[src/rtl/usbh_joypad_pkg.sv]
// Shared constants and helpers for the USB-host joypad port.
// Holds the NES button bit layout, the read-counter limits and the watchdog terminal count.
package usbh_joypad_pkg;

  localparam int BTN_A     = 0;
  localparam int BTN_B     = 1;
  localparam int BTN_SEL   = 2;
  localparam int BTN_START = 3;
  localparam int BTN_U     = 4;
  localparam int BTN_D     = 5;
  localparam int BTN_L     = 6;
  localparam int BTN_R     = 7;

  localparam int BTN_W    = 8;
  localparam int RD_CNT_W = 4;
  localparam logic [RD_CNT_W-1:0] RD_CNT_MAX = 4'd8;

  // Clock cycles without a report before a player counts as stale.
  function automatic int wdog_terminal(input int clk_hz, input int timeout_ms);
    return (clk_hz / 1000) * timeout_ms;
  endfunction

  function automatic int wdog_width(input int clk_hz, input int timeout_ms);
    return $clog2(wdog_terminal(clk_hz, timeout_ms) + 1);
  endfunction

endpackage

[src/rtl/usbh_joypad_if.sv]
// CPU-side controller-port bus: $4016 strobe level, per-port read pulses and serial data bits.
// The CPU bus glue is the master; the joypad port is the slave.
interface usbh_joypad_if;

  logic i_strobe;
  logic i_rd0;
  logic i_rd1;
  logic o_bit0;
  logic o_bit1;

  modport master (
    output i_strobe,
    output i_rd0,
    output i_rd1,
    input  o_bit0,
    input  o_bit1
  );

  modport slave (
    input  i_strobe,
    input  i_rd0,
    input  i_rd1,
    output o_bit0,
    output o_bit1
  );

endinterface

[src/rtl/usbh_joypad_channel.sv]
// One NES controller channel: report watchdog, optional SOCD clean, strobe load and serial shift-out.
// Optional feature: define USBH_JOYPAD_SOCD_EN to cancel opposing directions before loading.
module usbh_joypad_channel
  import usbh_joypad_pkg::*;
#(
  parameter int c_clk_hz     = 48000000,
  parameter int c_timeout_ms = 100
) (
  input  logic             i_clk,
  input  logic             i_rst_n,
  input  logic [BTN_W-1:0] i_btn,
  input  logic             i_valid,
  input  logic             i_strobe,
  input  logic             i_rd,
  output logic             o_bit,
  output logic             o_stale
);

  localparam int WD_TERM = wdog_terminal(c_clk_hz, c_timeout_ms);
  localparam int WD_W    = wdog_width(c_clk_hz, c_timeout_ms);
  localparam logic [WD_W-1:0] WD_TERM_V = WD_W'(WD_TERM);

  function automatic logic [BTN_W-1:0] socd_clean(input logic [BTN_W-1:0] w);
    logic [BTN_W-1:0] c;
    c = w;
`ifdef USBH_JOYPAD_SOCD_EN
    // The decoder's reset combo forces all four directions; it must reach the CPU intact.
    if (!(w[BTN_A] && w[BTN_B] && w[BTN_SEL] && w[BTN_START])) begin
      if (w[BTN_L] && w[BTN_R]) begin
        c[BTN_L] = 1'b0;
        c[BTN_R] = 1'b0;
      end
      if (w[BTN_U] && w[BTN_D]) begin
        c[BTN_U] = 1'b0;
        c[BTN_D] = 1'b0;
      end
    end
`endif
    return c;
  endfunction

  function automatic logic [RD_CNT_W-1:0] rd_cnt_inc(input logic [RD_CNT_W-1:0] c);
    return (c == RD_CNT_MAX) ? c : c + 1'b1;
  endfunction

  function automatic logic [WD_W-1:0] wd_cnt_inc(input logic [WD_W-1:0] c);
    return (c == WD_TERM_V) ? c : c + 1'b1;
  endfunction

  logic [WD_W-1:0]     wd_cnt_p0;
  logic                stale;
  logic [BTN_W-1:0]    eff_word;
  logic [BTN_W-1:0]    shift_p0;
  logic [RD_CNT_W-1:0] rd_cnt_p0;
  logic [RD_CNT_W-1:0] rd_cnt_nxt;
  logic                bit_p0;

  // Watchdog: reset and silence both sit at terminal, so a player starts out stale.
  always_ff @(posedge i_clk or negedge i_rst_n) begin
    if (!i_rst_n) begin
      wd_cnt_p0 <= WD_TERM_V;
    end else if (i_valid) begin
      wd_cnt_p0 <= '0;
    end else begin
      wd_cnt_p0 <= wd_cnt_inc(wd_cnt_p0);
    end
  end

  assign stale      = (wd_cnt_p0 == WD_TERM_V);
  assign eff_word   = stale ? '0 : socd_clean(i_btn);
  assign rd_cnt_nxt = rd_cnt_inc(rd_cnt_p0);

  // Strobe level reloads every cycle and masks reads; a read shifts in ones behind the data.
  always_ff @(posedge i_clk or negedge i_rst_n) begin
    if (!i_rst_n) begin
      shift_p0  <= '0;
      rd_cnt_p0 <= '0;
      bit_p0    <= 1'b0;
    end else if (i_strobe) begin
      shift_p0  <= eff_word;
      rd_cnt_p0 <= '0;
      bit_p0    <= eff_word[0];
    end else if (i_rd) begin
      shift_p0  <= {1'b1, shift_p0[BTN_W-1:1]};
      rd_cnt_p0 <= rd_cnt_nxt;
      bit_p0    <= (rd_cnt_nxt == RD_CNT_MAX) ? 1'b1 : shift_p0[1];
    end
  end

  assign o_bit   = bit_p0;
  assign o_stale = stale;

endmodule

[src/rtl/usbh_joypad_port.sv]
// Two-player NES controller-port front end between the USB report decoders and the CPU bus glue.
// Optional feature macro: USBH_JOYPAD_SOCD_EN (opposing-direction clean, applied inside each channel).
module usbh_joypad_port
  import usbh_joypad_pkg::*;
#(
  parameter int c_clk_hz     = 48000000,
  parameter int c_timeout_ms = 100
) (
  input  logic               i_clk,
  input  logic               i_rst_n,
  input  logic [BTN_W-1:0]   i_btn0,
  input  logic [BTN_W-1:0]   i_btn1,
  input  logic               i_valid0,
  input  logic               i_valid1,
  usbh_joypad_if.slave       cpu,
  output logic [1:0]         o_stale
);

  logic stale0;
  logic stale1;

  usbh_joypad_channel #(
    .c_clk_hz     (c_clk_hz),
    .c_timeout_ms (c_timeout_ms)
  ) u_ch0 (
    .i_clk    (i_clk),
    .i_rst_n  (i_rst_n),
    .i_btn    (i_btn0),
    .i_valid  (i_valid0),
    .i_strobe (cpu.i_strobe),
    .i_rd     (cpu.i_rd0),
    .o_bit    (cpu.o_bit0),
    .o_stale  (stale0)
  );

  usbh_joypad_channel #(
    .c_clk_hz     (c_clk_hz),
    .c_timeout_ms (c_timeout_ms)
  ) u_ch1 (
    .i_clk    (i_clk),
    .i_rst_n  (i_rst_n),
    .i_btn    (i_btn1),
    .i_valid  (i_valid1),
    .i_strobe (cpu.i_strobe),
    .i_rd     (cpu.i_rd1),
    .o_bit    (cpu.o_bit1),
    .o_stale  (stale1)
  );

  assign o_stale = {stale1, stale0};

endmodule

[src/flat_wrapper.sv]
// flat-port wrapper written by rule: the top's interface ports become plain ports
module usbh_joypad_port_flat import usbh_joypad_pkg::*;
#(
  parameter int c_clk_hz     = 48000000,
  parameter int c_timeout_ms = 100
)
  (i_clk, i_rst_n, i_btn0, i_btn1, i_valid0, i_valid1, o_stale, cpu_i_strobe, cpu_i_rd0, cpu_i_rd1, cpu_o_bit0, cpu_o_bit1);
  usbh_joypad_if cpu_i ();
  input  logic i_clk;
  input  logic i_rst_n;
  input  logic [BTN_W-1:0] i_btn0;
  input  logic [BTN_W-1:0] i_btn1;
  input  logic i_valid0;
  input  logic i_valid1;
  output logic [1:0] o_stale;
  input wire logic [$bits(cpu_i.i_strobe)-1:0] cpu_i_strobe;
  input wire logic [$bits(cpu_i.i_rd0)-1:0] cpu_i_rd0;
  input wire logic [$bits(cpu_i.i_rd1)-1:0] cpu_i_rd1;
  output wire logic [$bits(cpu_i.o_bit0)-1:0] cpu_o_bit0;
  output wire logic [$bits(cpu_i.o_bit1)-1:0] cpu_o_bit1;
  assign cpu_i.i_strobe = cpu_i_strobe;
  assign cpu_i.i_rd0 = cpu_i_rd0;
  assign cpu_i.i_rd1 = cpu_i_rd1;
  assign cpu_o_bit0 = cpu_i.o_bit0;
  assign cpu_o_bit1 = cpu_i.o_bit1;
  usbh_joypad_port #(.c_clk_hz(c_clk_hz), .c_timeout_ms(c_timeout_ms)) u_core (.i_clk(i_clk), .i_rst_n(i_rst_n), .i_btn0(i_btn0), .i_btn1(i_btn1), .i_valid0(i_valid0), .i_valid1(i_valid1), .cpu(cpu_i), .o_stale(o_stale));
endmodule
[config.mk]
export PLATFORM = sky130hd
export DESIGN_NAME = usbh_joypad_port_flat
export DESIGN_NICKNAME = d
export VERILOG_FILES = /design/src/rtl/usbh_joypad_pkg.sv /design/src/rtl/usbh_joypad_if.sv /design/src/rtl/usbh_joypad_channel.sv /design/src/rtl/usbh_joypad_port.sv /design/src/flat_wrapper.sv
export SDC_FILE = /design/constraint.sdc
export NUM_CORES = 1
export LEC_CHECK = 0
export ABC_CLOCK_PERIOD_IN_PS = 2450
export CAP_MARGIN = 20
export CORE_ASPECT_RATIO = 1.5
export CORE_MARGIN = 10
export CORE_UTILIZATION = 50
export DETAILED_ROUTE_END_ITERATION = 12
export GPL_ROUTABILITY_DRIVEN = 0
export PLACE_DENSITY = 0.69
export SLEW_MARGIN = 40
export SYNTH_ARGS = -nofsm -noshare
export SYNTH_HDL_FRONTEND = slang
export SYNTH_HIERARCHICAL = 1
export SYNTH_SLANG_ARGS = --single-unit
[constraint.sdc]
create_clock -name i_clk -period 2.45 [get_ports i_clk]
set_input_delay 0.245 -clock i_clk [delete_from_list [all_inputs] [get_ports i_clk]]
set_output_delay 0.245 -clock i_clk [all_outputs]
set_load 0.005 [all_outputs]
==> results of run 1 <==
## metal layers
metal,vias to the layer above,track usage,part of all wire
li1,1553,-,-
met1,1582,0.172,0.44
met2,61,0.264,0.51
met3,9,0.0451,0.036
met4,0,0.0528,0.013
met5,-,0,0
## registers in the layout (all words and copies together), names as in the netlist
register / cells
u_core/u_ch0/o_bit: 1
u_core/u_ch0/rd_cnt_p0: 4
u_core/u_ch0/shift_p0: 7
u_core/u_ch0/wd_cnt_p0: 23
u_core/u_ch1/o_bit: 1
u_core/u_ch1/rd_cnt_p0: 4
u_core/u_ch1/shift_p0: 7
u_core/u_ch1/wd_cnt_p0: 23
## power by group through the flow
stage | logic (mW) | clock network (mW) | registers [mW]
final | 0.238 | 1.17 | 1.24
after global routing | 0.269 | 1.25 | 1.24
after CTS | 0.243 | 1.20 | 1.24
after detailed placement | 0.240 | 0 | 1.26
after global placement | 0.234 | 0 | 1.25
after floorplan | 0.134 | 0 | 1.24
## worst paths after layout
kind                       cells after the start                          to  slack, ps
max in group asynchronous                      3   u_core/u_ch0/wd_cnt_p0[9]       1230
min in group asynchronous                      2   u_core/u_ch0/rd_cnt_p0[3]        500
min                                            2  u_core/u_ch1/wd_cnt_p0[22]        490
max reg2reg                                    4  u_core/u_ch1/wd_cnt_p0[22]        360
max                                            4                  o_stale[1]        220
min reg2reg                                    2  u_core/u_ch1/wd_cnt_p0[22]        490
## through the flow
stage,utilization,total power [mW],area [um2],std cells,setup WS [ps]
2_1_floorplan,-,1.38,3870,408,507
3_3_place_gp,0.562,1.49,4250,528,230
3_5_place_dp,0.562,1.50,4250,528,219
4_1_cts,0.607,2.68,4590,550,242
5_1_grt,0.607,2.76,4590,550,19.7
6_report,0.607,2.65,4590,550,215
## kinds of logic after synthesis
family	Yosys count	synth area share
AOI/OAI and AO/OA	82	0.124
xor gates and xnor gates	22	0.0498
adders and majority gates	8	0.0259
buffers and inverters	36	0.0408
DFF	70	0.458
muxes	16	0.0414
and+or+nand+nor	174	0.260
## synthesized netlist by cell type (4+ instances only)
master and number:
dfrtp_1 54, nand2_1 34, a21oi_1 30, nor2_1 28, o21ai_0 20, dfstp_2 16
inv_1 16, mux2i_1 16, nand3_1 16, clkbuf_1 14, o22ai_1 14, or4_1 14
nor3_1 12, xnor2_1 12, nand4_1 10, o31ai_1 10, or3_1 10, xor2_1 10
ha_1 8, nand2b_1 6, nor3b_1 6, nor4_1 6, a211oi_1 4, nor4b_1 4
or4_4 4
## layout make-up
class	instances	share of cell area
multi-input cells	302	0.425
flip-flops and latches	70	0.386
repair buffers	45	0.0894
clock buffers	14	0.0575
well taps	102	0.0278
inverters	16	0.0131
clock inverters	1	0.00109
## worst max-delay path, delay by kind of cell (launching register included)
kind	cells	cell delay, ps
DFF	1	560
and+or+nand+nor	3	860
buffers and inverters	1	250
## what timing repair did
| action | CTS | global route |
|---|---|---|
| hold endpoints to repair | 23 | 0 |
| gates resized for setup | 5 | 0 |
| hold buffers | 1 | 0 |
| setup endpoints to repair | 2 | 0 |
| buffers inserted | 6 | 0 |
==> flow_summary.ini, run 1 <==
[floorplan]
dieArea_um2 = 11700
initial_core_util = 0.511
core-area_um2 = 7560
die_x_um = 91.8
dieHeight_um = 128
rows = 39
ios = 27

[pwr]
power_density_nw_per_um2 = 577
intPower_mw = 2.05
clkPwrFrac = 0.443
p_switching_mw = 0.598
switching_share = 0.226
pwr-share-seq = 0.467
p_comb_frac = 0.090
p_leak_nw = 1.79
peakVddDrop_mv = 0.387

[worst_setup_path]
startpoint_type = flop
crit_start = u_core/u_ch1/wd_cnt_p0[9]
crit-reg2reg-launch = u_core/u_ch1/wd_cnt_p0[10]
end_kind = output pin
required_ps = 2200
cpPeakStageDelay_ps = 560
crit_fanout = 4
criticalPathCategory = reg2out
arrival_ps = 1990
path_cells = nor4b_1, nand3_1, nor2_2, dlygate4sd2_1
cp_slowest_cell = dfstp_2

[timing]
worst_slew_pin_slew_ps = 694
fin_crit_ps = 2230
final_hold_viol_count = 0
clock_skew_ps = 4.84
max_freq_ghz = 0.447
setup_tns_ps = 0
setup_viol = 0
slew_headroom = 0.538
rsz0062_at_grt = false
post-route-period-util = 0.912
fin_hold_ws_ps = 489
slew_viol_final = 0

[cts]
path_clk_slew_ps = 50
cts_tree = built
clk_latency_ps = 330
clock_tree.buffer_depth = 2
cts_buffers = 9
ctsRootBufferMaster = clkbuf_16
htreeDepth = 3
clock_sinks = 70

[synthesis]
synth_top_area_share = 0.350
yosysTopAreaCell = dfrtp_1
ys_async_sr_fraction = 1.00
synthFlopType = dfrtp_1
ys_ff_latch = 70
synth_edf_count = 0
ys_warn_count = 6
synth.distinct_cells = 42
synth_area_um2 = 3870
syn_avg_cell_area_um2 = 9.48
synthTopCellsByArea = dfrtp_1 (35%), dfstp_2 (11%), mux2i_1 (4.1%)
ys_seq_area_frac = 0.458
synth_cells = 408
synthesis.nets = 439

[finish]
layout-drive-gt1-share = 0.147
ff_latch_area_um2 = 1770
syn2layout_area_growth_pct = 18.7
layout.nets = 475
fillerInstances = 642
layout_commonest_cell = dfrtp_1
layout_common_cells = dfrtp_1 (54), nand2_1 (34), a21oi_1 (30)
multi_input_area_um2 = 1950
n_antenna_cell = 0

[grt]
track_usage = 0.152
grt_pass1_vias = 3187
grt_pass1_wl_um = 14800
grt_antenna_before_repair = 0
grt_max_degree = 31
overflow = 0

[placed_design]
io_buffers = 26
place_hpwl_um = 6030

[hold_path]
hold_class = reg2reg
hold_start = u_core/u_ch1/wd_cnt_p0[22]

[routing]
drt_iter0_markers = 208
vias = 3205
routed_wl_um = 8580
firstDrtPassIters = 4
via_per_inst = 5.83
drtAntennaViolNets = 0
routedWlPerCell_um = 15.6
drc_errors = 0

[run]
cap_violations = 0

[outcome]
status = completed
Power figures use the tool's default switching activity.
==> inputs of run 2 (changes only) <==
--- a/config.mk
+++ b/config.mk
@@ -13,6 +13,7 @@
 export DETAILED_ROUTE_END_ITERATION = 12
 export GPL_ROUTABILITY_DRIVEN = 0
 export PLACE_DENSITY = 0.69
+export REMOVE_ABC_BUFFERS = 1
 export SLEW_MARGIN = 40
 export SYNTH_ARGS = -nofsm -noshare
 export SYNTH_HDL_FRONTEND = slang
==> run 2 against run 1 <==
- die area is the same
- total power increased by 4.8%
- clock power grew 11%
- sequential power is essentially flat
- sequential share of layout area hardly changed
- clock skew is essentially flat
- routed wire length decreased by 0.83%
- critical path depth unchanged
- global-route usage down 0.070 points
==> flow_summary.ini, run 2 (same netlist as run 1, synthesis figures left out) <==
[outcome]
status = completed

[floorplan]
dieArea_um2 = 11700
rows = 39
dieHeight_um = 128
initial_core_util = 0.511
die_x_um = 91.8
core-area_um2 = 7560
ios = 27

[grt]
grt_pass1_wl_um = 14700
grt_max_degree = 40
grt_antenna_before_repair = 0
overflow = 0
grt_pass1_vias = 3257
track_usage = 0.151

[routing]
drtAntennaViolNets = 0
via_per_inst = 5.74
vias = 3152
firstDrtPassIters = 4
routedWlPerCell_um = 15.5
drc_errors = 0
drt_iter0_markers = 169
routed_wl_um = 8510

[pwr]
clkPwrFrac = 0.470
peakVddDrop_mv = 0.349
power_density_nw_per_um2 = 605
p_comb_frac = 0.085
switching_share = 0.224
p_switching_mw = 0.623
p_leak_nw = 1.80
pwr-share-seq = 0.445
intPower_mw = 2.15

[timing]
timing.final.ws_setup_ps = 182
slew_headroom = 0.536
rsz0062_at_grt = false
post-route-period-util = 0.926
slew_viol_final = 0
fin_crit_ps = 2270
fin_hold_ws_ps = 463
setup_viol = 0
final_hold_viol_count = 0
worst_slew_pin_slew_ps = 689
max_freq_ghz = 0.441
setup_tns_ps = 0
clock_skew_ps = 4.48

[worst_setup_path]
criticalPathCategory = reg2out
path_cells = or4_1, or3_4, nor2_2, dlygate4sd2_1
cp.depth = 4
crit_fanout = 5
startpoint_type = flop
cpPeakStageDelay_ps = 540
cp_slowest_cell = or4_1
critPathBufInv = 1
crit_family = simple AND/OR/NAND/NOR gates
end_kind = output pin
r2r_cells = 4
crit-reg2reg-launch = u_core/u_ch0/wd_cnt_p0[11]
crit_start = u_core/u_ch0/wd_cnt_p0[5]
arrival_ps = 2020
required_ps = 2200

[placed_design]
pre_cts_ws_ps = 189
place_hpwl_um = 5980
placed_cell_area_um2 = 4240
io_buffers = 26

[cts]
clock_tree.buffer_depth = 2
cts_buffers = 9
cts_tree = built
clk_latency_ps = 330
htreeDepth = 3
path_clk_slew_ps = 50
clock_sinks = 70
ctsRootBufferMaster = clkbuf_16

[finish]
layout_common_cells = dfrtp_1 (54), nand2_1 (34), a21oi_1 (30)
layout-drive-gt1-share = 0.148
n_antenna_cell = 0
final_area_um2 = 4590
syn2layout_area_growth_pct = 18.7
fillerInstances = 658
largestRegisters = u_core/u_ch0/wd_cnt_p0: 23 flops, u_core/u_ch1/wd_cnt_p0: 23 flops
layout.nets = 473
layout_commonest_cell = dfrtp_1

[run]
cap_violations = 0

[hold_path]
hold_class = in2async
[run 2: final timing paths]
kind                                                   end  slack, ps
min in group i_clk              u_core/u_ch1/wd_cnt_p0[22]        490
max in group asynchronous        u_core/u_ch1/wd_cnt_p0[9]       1590
worst min register to register  u_core/u_ch1/wd_cnt_p0[22]        490
worst max register to register  u_core/u_ch0/wd_cnt_p0[22]        310
worst max-delay path                            o_stale[0]        180
worst min-delay path            u_core/u_ch1/wd_cnt_p0[20]        460
[run 2: cell type report]
| type | count | area [um2] | share of cell area |
|---|---|---|---|
| multi-input combinational | 302 | 1950 | 0.424 |
| inverter | 16 | 60.1 | 0.0131 |
| timing repair buffer | 43 | 383 | 0.0834 |
| sequential | 70 | 1770 | 0.386 |
| clock inverter | 4 | 45.0 | 0.00981 |
| clock buffer | 12 | 256 | 0.0559 |
| tap | 102 | 128 | 0.0278 |
[run 2: power by group through the flow]
stage	Sequential [mW]	Combinational, mW	Clock, mW
floorplan	1.25	0.110	0
global placement	1.25	0.232	0
detailed placement	1.25	0.237	0
CTS	1.23	0.240	1.34
global route	1.24	0.268	1.38
finish	1.23	0.236	1.30
[run 2: routing by layer]
metal / global-route usage / share of wire / up-vias
li1: - / - / 1548
met1: 0.166 / 0.43 / 1535
met2: 0.269 / 0.51 / 47
met3: 0.0317 / 0.028 / 22
met4: 0.0738 / 0.026 / 0
met5: 0 / 0 / -
[run 2: what timing repair did]
action | in CTS | in global routing
hold buffers | 1 | 0
setup endpoints to repair | 2 | 0
endpoints found under the hold margin | 54 | 0
buffers inserted | 4 | 0
resized for setup | 4 | 0
[run 2: per-stage QoR]
step	power [mW]	instances	util
after detailed placement	1.49	528	0.561
final	2.78	549	0.607
after global placement	1.48	528	0.561
after CTS	2.81	549	0.607
after global routing	2.89	549	0.607
after floorplan	1.36	388	-
[run 2: tightest hold or removal path, cell delays in order]
cell and delay (ps):
dlygate4sd3_1 510, buf_2 100, buf_4 340
==> inputs of run 3 (changes only) <==
--- a/config.mk
+++ b/config.mk
@@ -5,7 +5,7 @@
 export SDC_FILE = /design/constraint.sdc
 export NUM_CORES = 1
 export LEC_CHECK = 0
-export ABC_CLOCK_PERIOD_IN_PS = 2450
+export ABC_CLOCK_PERIOD_IN_PS = 2400
 export CAP_MARGIN = 20
 export CORE_ASPECT_RATIO = 1.5
 export CORE_MARGIN = 10
==> constraint.sdc (replaced) <==
create_clock -name i_clk -period 2.4 [get_ports i_clk]
set_input_delay 0.24 -clock i_clk [delete_from_list [all_inputs] [get_ports i_clk]]
set_output_delay 0.24 -clock i_clk [all_outputs]
set_load 0.005 [all_outputs]
==> run 3 against run 2 <==
- register-to-register slack worse by 50 ps
- global-route usage down 0.43 points
- sequential cell count unchanged
- hold slack better by 22 ps
- critical path type unchanged
==> flow_summary.ini, run 3 (same netlist as run 1, synthesis figures left out) <==
[outcome]
status = completed

[timing]
rsz0062_at_grt = false
setup_viol = 0
worst_slew_pin_slew_ps = 661
fin_crit_ps = 2240
slew_headroom = 0.555
setup_tns_ps = 0
max_freq_ghz = 0.447
slew_viol_final = 0
post-route-period-util = 0.932
final_hold_viol_count = 0
fin_hold_ws_ps = 485
clock_skew_ps = 3.36

[worst_setup_path]
crit_fanout = 5
endpoint = o_stale[0]
required_ps = 2160
crit_start = u_core/u_ch0/wd_cnt_p0[5]
arrival_ps = 2000
cpPeakStageDelay_ps = 530
end_kind = output pin
cp_slowest_cell = or4_1
crit-reg2reg-launch = u_core/u_ch0/wd_cnt_p0[11]
reg2reg_to = u_core/u_ch0/wd_cnt_p0[22]
r2r_setup_slack_ps = 260
critPathBufInv = 1
cp.depth = 4
r2r_cells = 4
startpoint_type = flop
criticalPathCategory = reg2out
crit_family = simple AND/OR/NAND/NOR gates
path_cells = or4_1, or3_4, nor2_2, dlygate4sd2_1

[placed_design]
io_buffers = 26
place_hpwl_um = 5960
placed_cell_area_um2 = 4260

[grt]
grt_antenna_before_repair = 0
grt_pass1_vias = 3066
track_usage = 0.147
grt_max_degree = 42
overflow = 0
grt_pass1_wl_um = 14400

[cts]
cts_buffers = 9
clock_tree.buffer_depth = 2
clk_latency_ps = 320
ctsRootBufferMaster = clkbuf_16
cts_tree = built
htreeDepth = 3
path_clk_slew_ps = 50
clock_sinks = 70

[hold_path]
hold_class = in2async

[pwr]
switching_share = 0.225
power.total_mw = 2.84
power_density_nw_per_um2 = 618
p_leak_nw = 1.78
intPower_mw = 2.20
p_switching_mw = 0.640
peakVddDrop_mv = 0.540
clkPwrFrac = 0.471
pwr-share-seq = 0.444
p_comb_frac = 0.085

[finish]
layout.nets = 472
layout_commonest_cell = dfrtp_1
final_area_um2 = 4600
largestRegisters = u_core/u_ch0/wd_cnt_p0: 23 flops, u_core/u_ch1/wd_cnt_p0: 23 flops
fillerInstances = 668
layout-drive-gt1-share = 0.150
syn2layout_area_growth_pct = 18.9
n_antenna_cell = 0
layout_common_cells = dfrtp_1 (54), nand2_1 (34), a21oi_1 (30)

[routing]
firstDrtPassIters = 4
drtAntennaViolNets = 0
via_per_inst = 5.73
vias = 3142
routedWlPerCell_um = 15.3
routed_wl_um = 8370
drt_iter0_markers = 108
drc_errors = 0

[run]
cap_violations = 0

[floorplan]
ios = 27
dieArea_um2 = 11700
die_x_um = 91.8
initial_core_util = 0.511
dieHeight_um = 128
core-area_um2 = 7560
rows = 39
[run 3: worst min-delay path: stages]
cell and delay (ps):
dlygate4sd3_1 530, buf_2 110, buf_4 330
[run 3: worst min-delay path by stage]
stage,start,to,slack (ps),cells past startpoint
after global routing,i_btn1[6],u_core/u_ch1/shift_p0[6],500,3
after floorplan,i_rst_n,u_core/u_ch0/o_bit,-60,0
final,i_rst_n,u_core/u_ch1/wd_cnt_p0[20],490,3
after detailed placement,i_rst_n,u_core/u_ch1/wd_cnt_p0[20],280,2
after global placement,i_rst_n,u_core/u_ch1/wd_cnt_p0[20],280,2
after CTS,i_rst_n,u_core/u_ch1/wd_cnt_p0[20],470,3
[run 3: power groups by stage]
stage	Clock [mW]	Combinational, mW	Sequential, mW
floorplan	0	0.112	1.27
global placement	0	0.238	1.28
detailed placement	0	0.243	1.28
CTS	1.36	0.246	1.26
global route	1.41	0.272	1.27
finish	1.34	0.241	1.26
[run 3: final cells by class]
type,count,area [um2],share of cell area
flip-flops and latches,70,1770,0.386
clock inverters,5,57.6,0.0125
well taps,102,128,0.0278
inverters,16,60.1,0.0131
clock buffers,11,253,0.0550
multi-input cells,302,1950,0.424
repair buffers,42,375,0.0817
[run 3: stage by stage]
step | setup WS (ps) | utilization | std cells
after global routing | 55.3 | 0.608 | 548
after CTS | 139 | 0.608 | 548
after global placement | 207 | 0.563 | 530
after floorplan | 289 | - | 388
after detailed placement | 183 | 0.563 | 530
final | 163 | 0.608 | 548
[run 3: per-layer routing]
| layer | track usage | up-vias | part of all wire |
|---|---|---|---|
| met2 | 0.248 | 45 | 0.51 |
| met1 | 0.177 | 1535 | 0.45 |
| met5 | 0 | - | 0 |
| li1 | - | 1551 | - |
| met4 | 0.0628 | 0 | 0.015 |
| met3 | 0.0287 | 11 | 0.029 |
[run 3: what timing repair did]
action | in CTS | in global routing
buffers inserted | 1 | 0
endpoints found under the setup margin | 2 | 0
gates resized for setup | 5 | 0
hold endpoints to repair | 16 | 0
hold buffers | 1 | 0
